--- src/rtl/ysyx_23060124_div_if.sv ---
// Request/response handshake bundle for the iterative divider.
// Slave is the divider side; master is the requester/consumer side.
interface ysyx_23060124_div_if #(
  parameter int WIDTH = 32
);
  logic             in_valid;
  logic             in_ready;
  logic [WIDTH-1:0] dividend;
  logic [WIDTH-1:0] divisor;
  logic             div_signed;
  logic             rem_sel;
  logic             flush;
  logic             out_valid;
  logic             out_ready;
  logic [WIDTH-1:0] result;

  modport slave (
    input  in_valid, dividend, divisor, div_signed, rem_sel, flush, out_ready,
    output in_ready, out_valid, result
  );

  modport master (
    output in_valid, dividend, divisor, div_signed, rem_sel, flush, out_ready,
    input  in_ready, out_valid, result
  );
endinterface

--- src/rtl/ysyx_23060124_div.sv ---
// Radix-2 restoring divider (DIV/DIVU/REM/REMU), one quotient bit per cycle.
// Divide-by-zero and signed overflow short-circuit straight to DONE.
module ysyx_23060124_div #(
  parameter int WIDTH = 32
) (
  input  logic                 clock,
  input  logic                 reset,
  ysyx_23060124_div_if.slave   io
);
  localparam int CW = $clog2(WIDTH) + 1;

  typedef enum logic [1:0] {
    IDLE = 2'd0,
    CALC = 2'd1,
    DONE = 2'd2
  } state_e;

  state_e           state_q, state_d;
  logic [CW-1:0]    cnt_q, cnt_d;
  logic [WIDTH-1:0] rem_q, rem_d;
  logic [WIDTH-1:0] quo_q, quo_d;
  logic [WIDTH-1:0] dvs_q, dvs_d;
  logic             neg_quo_q, neg_quo_d;
  logic             neg_rem_q, neg_rem_d;
  logic             rem_sel_q, rem_sel_d;
  logic [WIDTH-1:0] result_q, result_d;

  logic [WIDTH:0]   shifted;
  logic [WIDTH:0]   trial;
  logic [WIDTH-1:0] dvd_abs;
  logic [WIDTH-1:0] dvs_abs;
  logic             accept;
  logic             is_ovf;

  always_comb begin
    state_d   = state_q;
    cnt_d     = cnt_q;
    rem_d     = rem_q;
    quo_d     = quo_q;
    dvs_d     = dvs_q;
    neg_quo_d = neg_quo_q;
    neg_rem_d = neg_rem_q;
    rem_sel_d = rem_sel_q;
    result_d  = result_q;

    accept  = (state_q == IDLE) && io.in_valid && !io.flush;
    dvd_abs = (io.div_signed && io.dividend[WIDTH-1]) ? -io.dividend : io.dividend;
    dvs_abs = (io.div_signed && io.divisor[WIDTH-1])  ? -io.divisor  : io.divisor;
    is_ovf  = io.div_signed && (io.dividend == {1'b1, {(WIDTH-1){1'b0}}})
              && (io.divisor == '1);

    // Partial remainder stays below the divisor, so WIDTH+1 bits hold the shift.
    shifted = {rem_q, quo_q[WIDTH-1]};
    trial   = shifted - {1'b0, dvs_q};

    unique case (state_q)
      IDLE: begin
        if (accept) begin
          rem_sel_d = io.rem_sel;
          if (io.divisor == '0) begin
            result_d = io.rem_sel ? io.dividend : '1;
            state_d  = DONE;
          end else if (is_ovf) begin
            result_d = io.rem_sel ? '0 : io.dividend;
            state_d  = DONE;
          end else begin
            neg_quo_d = io.div_signed && (io.dividend[WIDTH-1] ^ io.divisor[WIDTH-1]);
            neg_rem_d = io.div_signed && io.dividend[WIDTH-1];
            quo_d     = dvd_abs;
            dvs_d     = dvs_abs;
            rem_d     = '0;
            cnt_d     = '0;
            state_d   = CALC;
          end
        end
      end
      CALC: begin
        if (!trial[WIDTH]) begin
          rem_d = trial[WIDTH-1:0];
          quo_d = {quo_q[WIDTH-2:0], 1'b1};
        end else begin
          rem_d = shifted[WIDTH-1:0];
          quo_d = {quo_q[WIDTH-2:0], 1'b0};
        end
        if (cnt_q == CW'(WIDTH - 1)) begin
          cnt_d   = '0;
          state_d = DONE;
          if (rem_sel_q) result_d = neg_rem_q ? -rem_d : rem_d;
          else           result_d = neg_quo_q ? -quo_d : quo_d;
        end else begin
          cnt_d = cnt_q + CW'(1);
        end
      end
      DONE: begin
        if (io.out_ready) state_d = IDLE;
      end
      default: state_d = IDLE;
    endcase

    if (io.flush) state_d = IDLE;
  end

  always_ff @(posedge clock) begin
    if (reset) begin
      state_q   <= IDLE;
      cnt_q     <= '0;
      rem_q     <= '0;
      quo_q     <= '0;
      dvs_q     <= '0;
      neg_quo_q <= 1'b0;
      neg_rem_q <= 1'b0;
      rem_sel_q <= 1'b0;
      result_q  <= '0;
    end else begin
      state_q   <= state_d;
      cnt_q     <= cnt_d;
      rem_q     <= rem_d;
      quo_q     <= quo_d;
      dvs_q     <= dvs_d;
      neg_quo_q <= neg_quo_d;
      neg_rem_q <= neg_rem_d;
      rem_sel_q <= rem_sel_d;
      result_q  <= result_d;
    end
  end

  assign io.in_ready  = (state_q == IDLE);
  assign io.out_valid = (state_q == DONE);
  assign io.result    = result_q;
endmodule

--- src/flat_wrapper.sv ---
// flat-port wrapper written by rule: the top's interface ports become plain ports
module ysyx_23060124_div_flat 
#(
  parameter int WIDTH = 32
)
  (clock, reset, io_in_valid, io_dividend, io_divisor, io_div_signed, io_rem_sel, io_flush, io_out_ready, io_in_ready, io_out_valid, io_result);
  ysyx_23060124_div_if #(.WIDTH(WIDTH)) io_i ();
  input  logic clock;
  input  logic reset;
  input wire logic [$bits(io_i.in_valid)-1:0] io_in_valid;
  input wire logic [$bits(io_i.dividend)-1:0] io_dividend;
  input wire logic [$bits(io_i.divisor)-1:0] io_divisor;
  input wire logic [$bits(io_i.div_signed)-1:0] io_div_signed;
  input wire logic [$bits(io_i.rem_sel)-1:0] io_rem_sel;
  input wire logic [$bits(io_i.flush)-1:0] io_flush;
  input wire logic [$bits(io_i.out_ready)-1:0] io_out_ready;
  output wire logic [$bits(io_i.in_ready)-1:0] io_in_ready;
  output wire logic [$bits(io_i.out_valid)-1:0] io_out_valid;
  output wire logic [$bits(io_i.result)-1:0] io_result;
  assign io_i.in_valid = io_in_valid;
  assign io_i.dividend = io_dividend;
  assign io_i.divisor = io_divisor;
  assign io_i.div_signed = io_div_signed;
  assign io_i.rem_sel = io_rem_sel;
  assign io_i.flush = io_flush;
  assign io_i.out_ready = io_out_ready;
  assign io_in_ready = io_i.in_ready;
  assign io_out_valid = io_i.out_valid;
  assign io_result = io_i.result;
  ysyx_23060124_div #(.WIDTH(WIDTH)) u_core (.clock(clock), .reset(reset), .io(io_i));
endmodule
--- config.mk ---
export PLATFORM = sky130hd
export DESIGN_NAME = ysyx_23060124_div_flat
export DESIGN_NICKNAME = d
export VERILOG_FILES = /design/src/rtl/ysyx_23060124_div_if.sv /design/src/rtl/ysyx_23060124_div.sv /design/src/flat_wrapper.sv
export SDC_FILE = /design/constraint.sdc
export NUM_CORES = 1
export LEC_CHECK = 0
export CAP_MARGIN = 20
export CORE_MARGIN = 2
export CORE_UTILIZATION = 53
export CTS_CLUSTER_SIZE = 10
export DETAILED_ROUTE_END_ITERATION = 6
export PLACE_DENSITY = 0.84
export SYNTH_ARGS = -nofsm -noshare
export SYNTH_HDL_FRONTEND = slang
export SYNTH_SLANG_ARGS = --single-unit
--- constraint.sdc ---
create_clock -name clock -period 5.9 [get_ports clock]
set_input_delay 0.885 -clock clock [delete_from_list [all_inputs] [get_ports clock]]
set_output_delay 0.885 -clock clock [all_outputs]
set_load 0.005 [all_outputs]
==> results of run 1 <==
[sequential cells by signal (all words and copies together), names as in the netlist]
| name | flops |
|---|---|
| u_core.dvs_q | 32 |
| u_core.io.result | 32 |
| u_core.quo_q | 32 |
| u_core.rem_q | 32 |
| u_core.cnt_q | 6 |
| u_core.state_q | 2 |
| u_core.neg_quo_q | 1 |
| u_core.neg_rem_q | 1 |
| u_core.rem_sel_q | 1 |
[Yosys cell counts (42+ instances only)]
cell / n
dfxtp_1: 139
nand3_1: 42
nand2_1: 127
a21oi_1: 125
xnor2_1: 82
clkbuf_1: 93
nor3_1: 52
xor2_1: 48
a211oi_1: 51
a31oi_1: 48
nor2_1: 237
o21ai_0: 91
inv_1: 57
[critical path: cells and delay by family, from the launching register on]
| kind | cells | cell delay, ps |
|---|---|---|
| buffers and inverters | 2 | 250 |
| adders and majority gates | 2 | 590 |
| DFF | 1 | 510 |
| muxes | 1 | 160 |
| and+or+nand+nor | 5 | 1530 |
| AOI/OAI and AO/OA | 9 | 2040 |
[final cells by class]
| cell class | count | area share, % |
|---|---|---|
| Multi-Input combinational cell | 1326 | 61.6 |
| Clock inverter | 15 | 1.28 |
| Inverter | 59 | 1.65 |
| Clock buffer | 17 | 3.16 |
| Sequential cell | 139 | 20.7 |
| Timing Repair Buffer | 126 | 9.04 |
| Tap cell | 280 | 2.61 |
[power groups by stage]
stage	Clock (mW)	Combinational, mW	Sequential, mW
after global placement	0	0.731	1.04
after floorplan	0	0.506	1.02
after CTS	1.11	0.749	1.02
final	1.12	0.770	1.02
after global routing	1.15	0.833	1.02
after detailed placement	0	0.743	1.04
[worst max-delay path by stage]
stage                             startpoint                                end  slack (ps)  cells after the start
2_1_floorplan  u_core.quo_q[31]$_SDFFE_PP0P_  u_core.io.result[24]$_SDFFE_PP0P_         830                     23
3_3_place_gp                   io_divisor[0]  u_core.io.result[13]$_SDFFE_PP0P_         670                     15
3_5_place_dp                   io_divisor[0]  u_core.io.result[13]$_SDFFE_PP0P_         590                     15
4_1_cts        u_core.rem_q[10]$_SDFFE_PP0P_  u_core.io.result[20]$_SDFFE_PP0P_         820                     18
5_1_grt         u_core.rem_q[2]$_SDFFE_PP0P_  u_core.io.result[20]$_SDFFE_PP0P_         300                     19
6_report        u_core.rem_q[2]$_SDFFE_PP0P_  u_core.io.result[20]$_SDFFE_PP0P_         690                     19
[layer usage]
| metal | track usage (%) | up-vias | wire [um] | part of all wire, % |
|---|---|---|---|---|
| met5 | 0 | - | 0 | 0 |
| met4 | 15.3 | 0 | 1790 | 4.5 |
| met3 | 5.46 | 156 | 4040 | 10 |
| met2 | 51.8 | 823 | 17700 | 44 |
| met1 | 44.3 | 6149 | 16300 | 41 |
| li1 | - | 6048 | - | - |
[metrics by stage]
stage | hold WS, ps | util, % | instances | area [sq um] | setup slack (ps)
2_1_floorplan | 432 | - | 1638 | 11700 | 830
4_1_cts | 460 | 61.8 | 1962 | 13400 | 817
3_3_place_gp | 440 | 59.1 | 1930 | 12800 | 671
6_report | 457 | 61.8 | 1962 | 13400 | 687
3_5_place_dp | 448 | 59.1 | 1930 | 12800 | 589
5_1_grt | 482 | 61.8 | 1962 | 13400 | 297
[logic make-up after synthesis]
family	share of synthesized area [%]
xor gates and xnor gates	9.75
DFF	23.8
and+or+nand+nor	24.9
buffers and inverters	5.68
adders and majority gates	6.04
muxes	2.25
AOI/OAI and AO/OA	27.6
[cell usage in the layout, fill, tap and decap left out, drive strengths merged, types with 18 or more instances in the layout]
cell type / instances
a221oi: 25
a211oi: 51
clkdlybuf4s50: 103
maj3: 21
a21o: 18
mux2i: 24
nor2: 238
a31oi: 48
o211ai: 22
a21oi: 125
nand2b: 20
nor4: 30
nand2: 127
ha: 38
nand4: 21
o21ai: 94
nor3: 52
o31ai: 26
xor2: 48
dfxtp: 139
xnor2: 82
buf: 23
nand3: 42
inv: 67
==> reports/metrics.cfg, run 1 <==
[worst_hold_path]
whs_endpoint = u_core.dvs_q[30]$_SDFFE_PP0P_
hp-class = flip-flop to flip-flop
holdPathStages = 2
hold_start = u_core.dvs_q[30]$_SDFFE_PP0P_

[final_layout]
filler_cell_count = 2014
nNetsFinal = 1779
drive_gt1_share_pct = 4.82
register_area_sq_um = 2780
area_delta_synth_final_pct = 15.1
antenna_cells = 0
multi_input_area_sq_um = 8280

[setup_path]
end_kind = flip-flop
crit_type = flip-flop to flip-flop
crit_required_ps = 6240
cp_data_arrival_time_ps = 5550
start_kind = flip-flop
cp_slowest_cell = nor4b_1
critPathMaxStageDelay_ps = 560
r2r_slack_ps = 690
reg2reg_to = u_core.io.result[20]$_SDFFE_PP0P_
reg2reg_depth = 19
crit_fanout = 9
r2r-start = u_core.rem_q[2]$_SDFFE_PP0P_
cp_cell_sequence = ha_1 > o211ai_1 > a21o_1 > a21o_1 > a21oi_1 > buf_4 > o21a_1 > o31ai_2 > nand2_2 > o21ai_0 > ha_1 > inv_1 > nor4b_1 > a21boi_0 > nor3_1 > nor3_1 > nand3_1 > mux2i_1 > a32o_1

[clocking]
cts_tree = built
postCtsHoldBufs = 0
cts.clk_slew.worst_paths_ps = 70
clock_latency_ps = 450
clk_path_buf_depth = 2
cts_post_setup_buffers_inserted = 0
cts_resized = 0
htree_levels = 4
cts_root_buffer = clkbuf_16
cts_buffers = 17
cts.sinks = 139

[placement]
globalplace.congestion = 0.951
io_buffers = 104
dp_hpwl_um = 29100

[routing]
num_vias = 13200
firstDrtPassIters = 6
drc = 0
wl_per_cell_um = 20.3
drt_wl_total_um = 39900
drtAntennaViolNets = 0
drtIter0Drc = 1548
via_per_inst = 6.72

[synthesis]
syn_area_per_cell_sq_um = 7.13
synthDistinctLibCells = 80
synth_edf_count = 0
async_reset_ff_share_pct = 0
synthTopCellsByArea = dfxtp_1 (24%), nor2_1 (7.6%), xnor2_1 (6.1%), a21oi_1 (5.4%), nand2_1 (4.1%)
synth.cell_area_sq_um = 11700
ys_seq_area_share_pct = 23.8
synthFlopType = dfxtp_1
yosys_warnings = 0
synth_top_area_share_pct = 23.8
synth_nets = 1748
syn_inst = 1638
yosysTopAreaCell = dfxtp_1
synth_seq_cells = 139

[power_and_ir_drop]
combPwrFrac_pct = 26.5
power.density_nw_per_um2 = 216
clock_power_share_pct = 38.4
p_switching_mw = 1.03
internal_power_mw = 1.87
swShare_pct = 35.6
irDropWorstVdd_uv = 133
p_leak_nw = 4.88
power_frac_seq_pct = 35.1
fin_total_pwr_mw = 2.90

[global_route]
first_global_vias = 12000
antenna_found_initial = 0
grt-ovfl-total = 0
grt_use_total_pct = 32.9
grt_max_degree = 91
grt_pass1_wl_um = 63100

[timing]
post-route-period-util_pct = 88.4
tns_ps = 0
finalCriticalPeriod_ps = 5210
relSlewSlack_pct = 32.4
timing_worst_slew_pin_value_ps = 1010
drv_slew = 0
finalSetupViolCount = 0
fin_skew_ps = 13.5
finalHoldViolations = 0
rsz0062_at_grt = no
clock.fmax_mhz = 192

[die]
core_area_sq_um = 21800
num_rows = 54
dieWidth_um = 152
fp.dieH_um = 152
pin_count = 105
start_util_pct = 53.7
dieArea_sq_um = 23200

[run_status]
status = completed

[flow_run]
cap_violations = 0

Power figures use the tool's default switching activity.
==> run 2: changes to the inputs <==
==> constraint.sdc (replaced) <==
create_clock -name clock -period 5.9 [get_ports clock]
set_input_delay 1.18 -clock clock [delete_from_list [all_inputs] [get_ports clock]]
set_output_delay 1.18 -clock clock [all_outputs]
set_load 0.005 [all_outputs]
==> run 2 against run 1 <==
Die area did not move. Sequential power barely moved. Worst hold slack hardly changed. Clock skew about the same. Sequential share of layout area barely moved. Final area about the same. Sequential cell count stayed put. Clock-buffer cell count increased by 2. Global-route usage is 0.62 points higher. Utilization about the same. Wire length rose by 1.2%. First-iteration DRC count grew 46%. Largest cell class unchanged. Largest power group unchanged.
==> reports/metrics.cfg, run 2 (synthesis gave the netlist of run 1 again) <==
[setup_path]
end_kind = flip-flop
critPathMaxStageDelay_ps = 570
r2r_slack_ps = 460
cp_cell_sequence = ha_1 > a21oi_1 > o21ai_0 > buf_4 > or3_1 > o21a_1 > o31ai_2 > nand2_2 > o21ai_0 > ha_1 > inv_1 > nor4b_1 > a21boi_0 > nor3_1 > o41ai_1 > xnor2_1 > a21o_1 > a21oi_1
crit_required_ps = 6260
crit_type = flip-flop to flip-flop
r2r-start = u_core.rem_q[10]$_SDFFE_PP0P_
cp_data_arrival_time_ps = 5800
reg2reg_depth = 18
start_kind = flip-flop
reg2reg_to = u_core.io.result[26]$_SDFFE_PP0P_
cp_slowest_cell = nor4b_1
cp_top_family = compound AO/OA/AOI/OAI gates
crit_fanout = 9
cp.buffers_inverters = 2

[clocking]
cts_tree = built
cts.clk_slew.worst_paths_ps = 60
cts_post_setup_buffers_inserted = 0
htree_levels = 4
cts.sinks = 139
clock_latency_ps = 450
clk_path_buf_depth = 2
cts_buffers = 17
postCtsHoldBufs = 0
cts_resized = 0
cts_root_buffer = clkbuf_16

[final_layout]
final_common_cell = nor2_1
drive_gt1_share_pct = 4.81
mostFrequentLayoutCells = nor2_1 (236), dfxtp_1 (139), nand2_1 (125), a21oi_1 (125), clkdlybuf4s50_1 (103)
nNetsFinal = 1781
area_delta_synth_final_pct = 15.1
final_area_sq_um = 13500
antenna_cells = 0

[run_status]
status = completed

[timing]
finalCriticalPeriod_ps = 5440
rsz0062_at_grt = no
timing_worst_slew_pin_value_ps = 989
drv_slew = 0
tns_ps = 0
post-route-period-util_pct = 92.2
finalSetupViolCount = 0
finalHoldViolations = 0
relSlewSlack_pct = 33.9
fin_skew_ps = 13.9
clock.fmax_mhz = 184
postLayoutSetupSlackWorst_ps = 463

[power_and_ir_drop]
p_switching_mw = 0.996
clock_power_share_pct = 38.2
internal_power_mw = 1.90
irDropWorstVdd_uv = 181
combPwrFrac_pct = 26.7
p_leak_nw = 4.88
power_frac_seq_pct = 35.1
swShare_pct = 34.4
power.density_nw_per_um2 = 215

[routing]
drtAntennaViolNets = 0
drc = 0
via_per_inst = 6.66
num_vias = 13100
wl_per_cell_um = 20.5
drtIter0Drc = 2256
firstDrtPassIters = 6
drt_wl_total_um = 40300

[die]
dieWidth_um = 152
core_area_sq_um = 21800
start_util_pct = 53.7
fp.dieH_um = 152
pin_count = 105
num_rows = 54
dieArea_sq_um = 23200

[global_route]
antenna_found_initial = 0
grt_max_degree = 88
first_global_vias = 11800
grt-ovfl-total = 0
grt_pass1_wl_um = 64000
grt_use_total_pct = 33.6

[placement]
io_buffers = 104
dpl-instance-area_sq_um = 12900
dp_hpwl_um = 29200
globalplace.congestion = 0.970
dpl_worst_slack_ps = 284

[worst_hold_path]
holdPathStages = 2
hp-class = flip-flop to flip-flop
whs_endpoint = u_core.dvs_q[30]$_SDFFE_PP0P_
hold_start = u_core.dvs_q[30]$_SDFFE_PP0P_

[flow_run]
cap_violations = 0

run 2: through the flow:
stage / utilization (%) / hold slack, ps / instances / power, mW
after detailed placement: 59.1 / 449 / 1932 / 1.78
after CTS: 61.8 / 456 / 1964 / 2.87
after global placement: 59.1 / 440 / 1932 / 1.77
after global routing: 61.8 / 484 / 1964 / 3.00
final: 61.8 / 457 / 1964 / 2.90
after floorplan: - / 432 / 1638 / 1.53
run 2: metal layers:
| layer | GRT usage, % | vias to the layer above | wire (um) |
|---|---|---|---|
| li1 | - | 6054 | - |
| met1 | 46.2 | 6125 | 16600 |
| met2 | 53.5 | 760 | 18300 |
| met3 | 4.86 | 149 | 3810 |
| met4 | 12.5 | 0 | 1620 |
| met5 | 0 | - | 0 |
run 2: worst register-to-register path, cell delays in order (launching register included):
cell and delay [ps]:
dfxtp_1 520, ha_1 400, a21oi_1 300, o21ai_0 130
buf_4 170, or3_1 360, o21a_1 240, o31ai_2 250
nand2_2 210, o21ai_0 350, ha_1 230, inv_1 70
nor4b_1 570, a21boi_0 300, nor3_1 190, o41ai_1 520
xnor2_1 200, a21o_1 210, a21oi_1 130
run 2: area by class of cell:
class / instances / area (sq um)
Timing Repair Buffer: 128 / 1230
Clock inverter: 13 / 154
Fill cell: 1979 / 8300
Sequential cell: 139 / 2780
Multi-Input combinational cell: 1326 / 8280
Clock buffer: 19 / 433
Tap cell: 280 / 350
Inverter: 59 / 221
run 2: power by group through the flow:
stage	Clock, mW	Combinational (mW)	Sequential, mW
2_1_floorplan	0	0.506	1.02
3_3_place_gp	0	0.734	1.03
3_5_place_dp	0	0.746	1.04
4_1_cts	1.10	0.751	1.02
5_1_grt	1.14	0.837	1.02
6_report	1.11	0.772	1.02
run 2: worst max path at each step:
stage                                       start                           endpoint  slack, ps  cells past startpoint
global route        u_core.rem_q[10]$_SDFFE_PP0P_  u_core.io.result[26]$_SDFFE_PP0P_        260                     18
detailed placement                  io_divisor[0]  u_core.io.result[13]$_SDFFE_PP0P_        280                     15
CTS                 u_core.rem_q[10]$_SDFFE_PP0P_  u_core.io.result[26]$_SDFFE_PP0P_        660                     18
global placement                    io_divisor[0]  u_core.io.result[13]$_SDFFE_PP0P_        420                     15
finish              u_core.rem_q[10]$_SDFFE_PP0P_  u_core.io.result[26]$_SDFFE_PP0P_        460                     18
floorplan           u_core.quo_q[31]$_SDFFE_PP0P_  u_core.io.result[24]$_SDFFE_PP0P_        830                     23
==> run 3: changes to the inputs <==
--- a/config.mk
+++ b/config.mk
@@ -6,11 +6,12 @@
 export NUM_CORES = 1
 export LEC_CHECK = 0
 export CAP_MARGIN = 20
-export CORE_MARGIN = 2
 export CORE_UTILIZATION = 53
 export CTS_CLUSTER_SIZE = 10
 export DETAILED_ROUTE_END_ITERATION = 6
+export MAX_ROUTING_LAYER = met4
 export PLACE_DENSITY = 0.84
+export SETUP_SLACK_MARGIN = 0.3
 export SYNTH_ARGS = -nofsm -noshare
 export SYNTH_HDL_FRONTEND = slang
 export SYNTH_SLANG_ARGS = --single-unit
==> run 3 against run 2 <==
Power down 1.8%. Register-to-register slack better by 210 ps. Sequential share of layout area about the same. Largest cell class unchanged. Largest power group unchanged.
==> reports/metrics.cfg, run 3 (synthesis gave the netlist of run 1 again) <==
[power_and_ir_drop]
p_leak_nw = 4.89
irDropWorstVdd_uv = 204
power.density_nw_per_um2 = 211

[routing]
drtAntennaViolNets = 0
wl_per_cell_um = 20.1
drtIter0Drc = 1650
num_vias = 13200
drc = 0
drt_wl_total_um = 39400
via_per_inst = 6.70
firstDrtPassIters = 6

[timing]
postLayoutSetupSlackWorst_ps = 675
fin_skew_ps = 13.5
relSlewSlack_pct = 38.1
tns_ps = 0
post-route-period-util_pct = 88.6
finalHoldViolations = 0
drv_slew = 0
finalCriticalPeriod_ps = 5220
rsz0062_at_grt = no
clock.fmax_mhz = 191
timing_worst_slew_pin_value_ps = 927
finalSetupViolCount = 0

[global_route]
grt-ovfl-total = 0
antenna_found_initial = 0
grt_use_total_pct = 35.6
grt_max_degree = 73
grt_pass1_wl_um = 61600
first_global_vias = 11900

[clocking]
cts.sinks = 139
htree_levels = 4
clk_path_buf_depth = 2
cts_tree = built
cts_root_buffer = clkbuf_16
cts_buffers = 17
cts.clk_slew.worst_paths_ps = 70
clock_latency_ps = 440
postCtsHoldBufs = 0

[die]
dieArea_sq_um = 22600
pin_count = 105
num_rows = 53
fp.dieH_um = 150
core_area_sq_um = 21300
start_util_pct = 54.9
dieWidth_um = 150

[final_layout]
nNetsFinal = 1785
mostFrequentLayoutCells = nor2_1 (236), dfxtp_1 (139), nand2_1 (125), a21oi_1 (125), clkdlybuf4s50_1 (103)
final_area_sq_um = 13500
area_delta_synth_final_pct = 15.2
drive_gt1_share_pct = 5.21
final_common_cell = nor2_1
antenna_cells = 0

[placement]
dpl_worst_slack_ps = 358
globalplace.congestion = 0.962
dpl-instance-area_sq_um = 12900
dp_hpwl_um = 28700
io_buffers = 104

[run_status]
status = completed

[setup_path]
crit_required_ps = 6180
end_kind = flip-flop
start_kind = flip-flop
crit_fanout = 15
cp_data_arrival_time_ps = 5510
crit_type = flip-flop to flip-flop

[flow_run]
cap_violations = 0

[worst_hold_path]
hp-class = flip-flop to flip-flop

## run 3: metal layers
metal  global-route usage (%)  wire (um)  vias to the layer above
li1                         -          -                     6060
met1                     47.1      16100                     6093
met2                     52.2      17300                      840
met3                     6.30       4230                      166
met4                     17.3       1800                        0
met5                        -          0                        -
## run 3: metrics by stage
stage / hold slack (ps) / instances / util (%) / total power [mW]
after floorplan: 432 / 1638 / - / 1.53
after global placement: 442 / 1931 / 60.5 / 1.76
after detailed placement: 454 / 1931 / 60.5 / 1.78
after CTS: 463 / 1963 / 63.2 / 2.82
after global routing: 485 / 1963 / 63.2 / 2.96
final: 461 / 1963 / 63.2 / 2.85
## run 3: worst max-delay path, stage by stage, from the launching register on
cell	delay, ps
dfxtp_1	520
ha_1	400
a21oi_1	300
o21ai_0	140
buf_4	170
or3_1	390
o21a_1	240
o31ai_2	260
nand2_2	160
buf_4	240
a21oi_1	250
inv_1	70
ha_1	200
inv_1	130
nor4b_2	80
a21boi_0	160
nor3_1	520
a21o_1	200
xor2_1	340
a21o_1	200
a31oi_1	90
## run 3: path summary, 6_finish.rpt
path | from | to | slack [ps] | cells after the start
max | u_core.rem_q[10]$_SDFFE_PP0P_ | u_core.io.result[14]$_SDFFE_PP0P_ | 680 | 20
min | u_core.io.result[3]$_SDFFE_PP0P_ | u_core.io.result[3]$_SDFFE_PP0P_ | 460 | 2
max reg2reg | u_core.rem_q[10]$_SDFFE_PP0P_ | u_core.io.result[14]$_SDFFE_PP0P_ | 680 | 20
min reg2reg | u_core.io.result[3]$_SDFFE_PP0P_ | u_core.io.result[3]$_SDFFE_PP0P_ | 460 | 2
## run 3: cell type report
type,count,area [sq um]
well taps,275,344
repair buffers,132,1260
flip-flops and latches,139,2780
clock inverters,14,129
fillers,1854,7820
inverters,59,221
clock buffers,18,439
multi-input cells,1326,8290
## run 3: repair_timing
action / in CTS / in global routing
endpoints found under the setup margin: 0 / 8
resized for setup: 0 / 2
endpoints found under the hold margin: 0 / 0
buffers inserted: 0 / 0
## run 3: power by group
part           internal [mW]  switching, mW  leakage [nW]  total, mW
clock                  0.565          0.488         0.270       1.05
combinational          0.291          0.484          3.49      0.775
sequential             0.978         0.0405          1.13       1.02
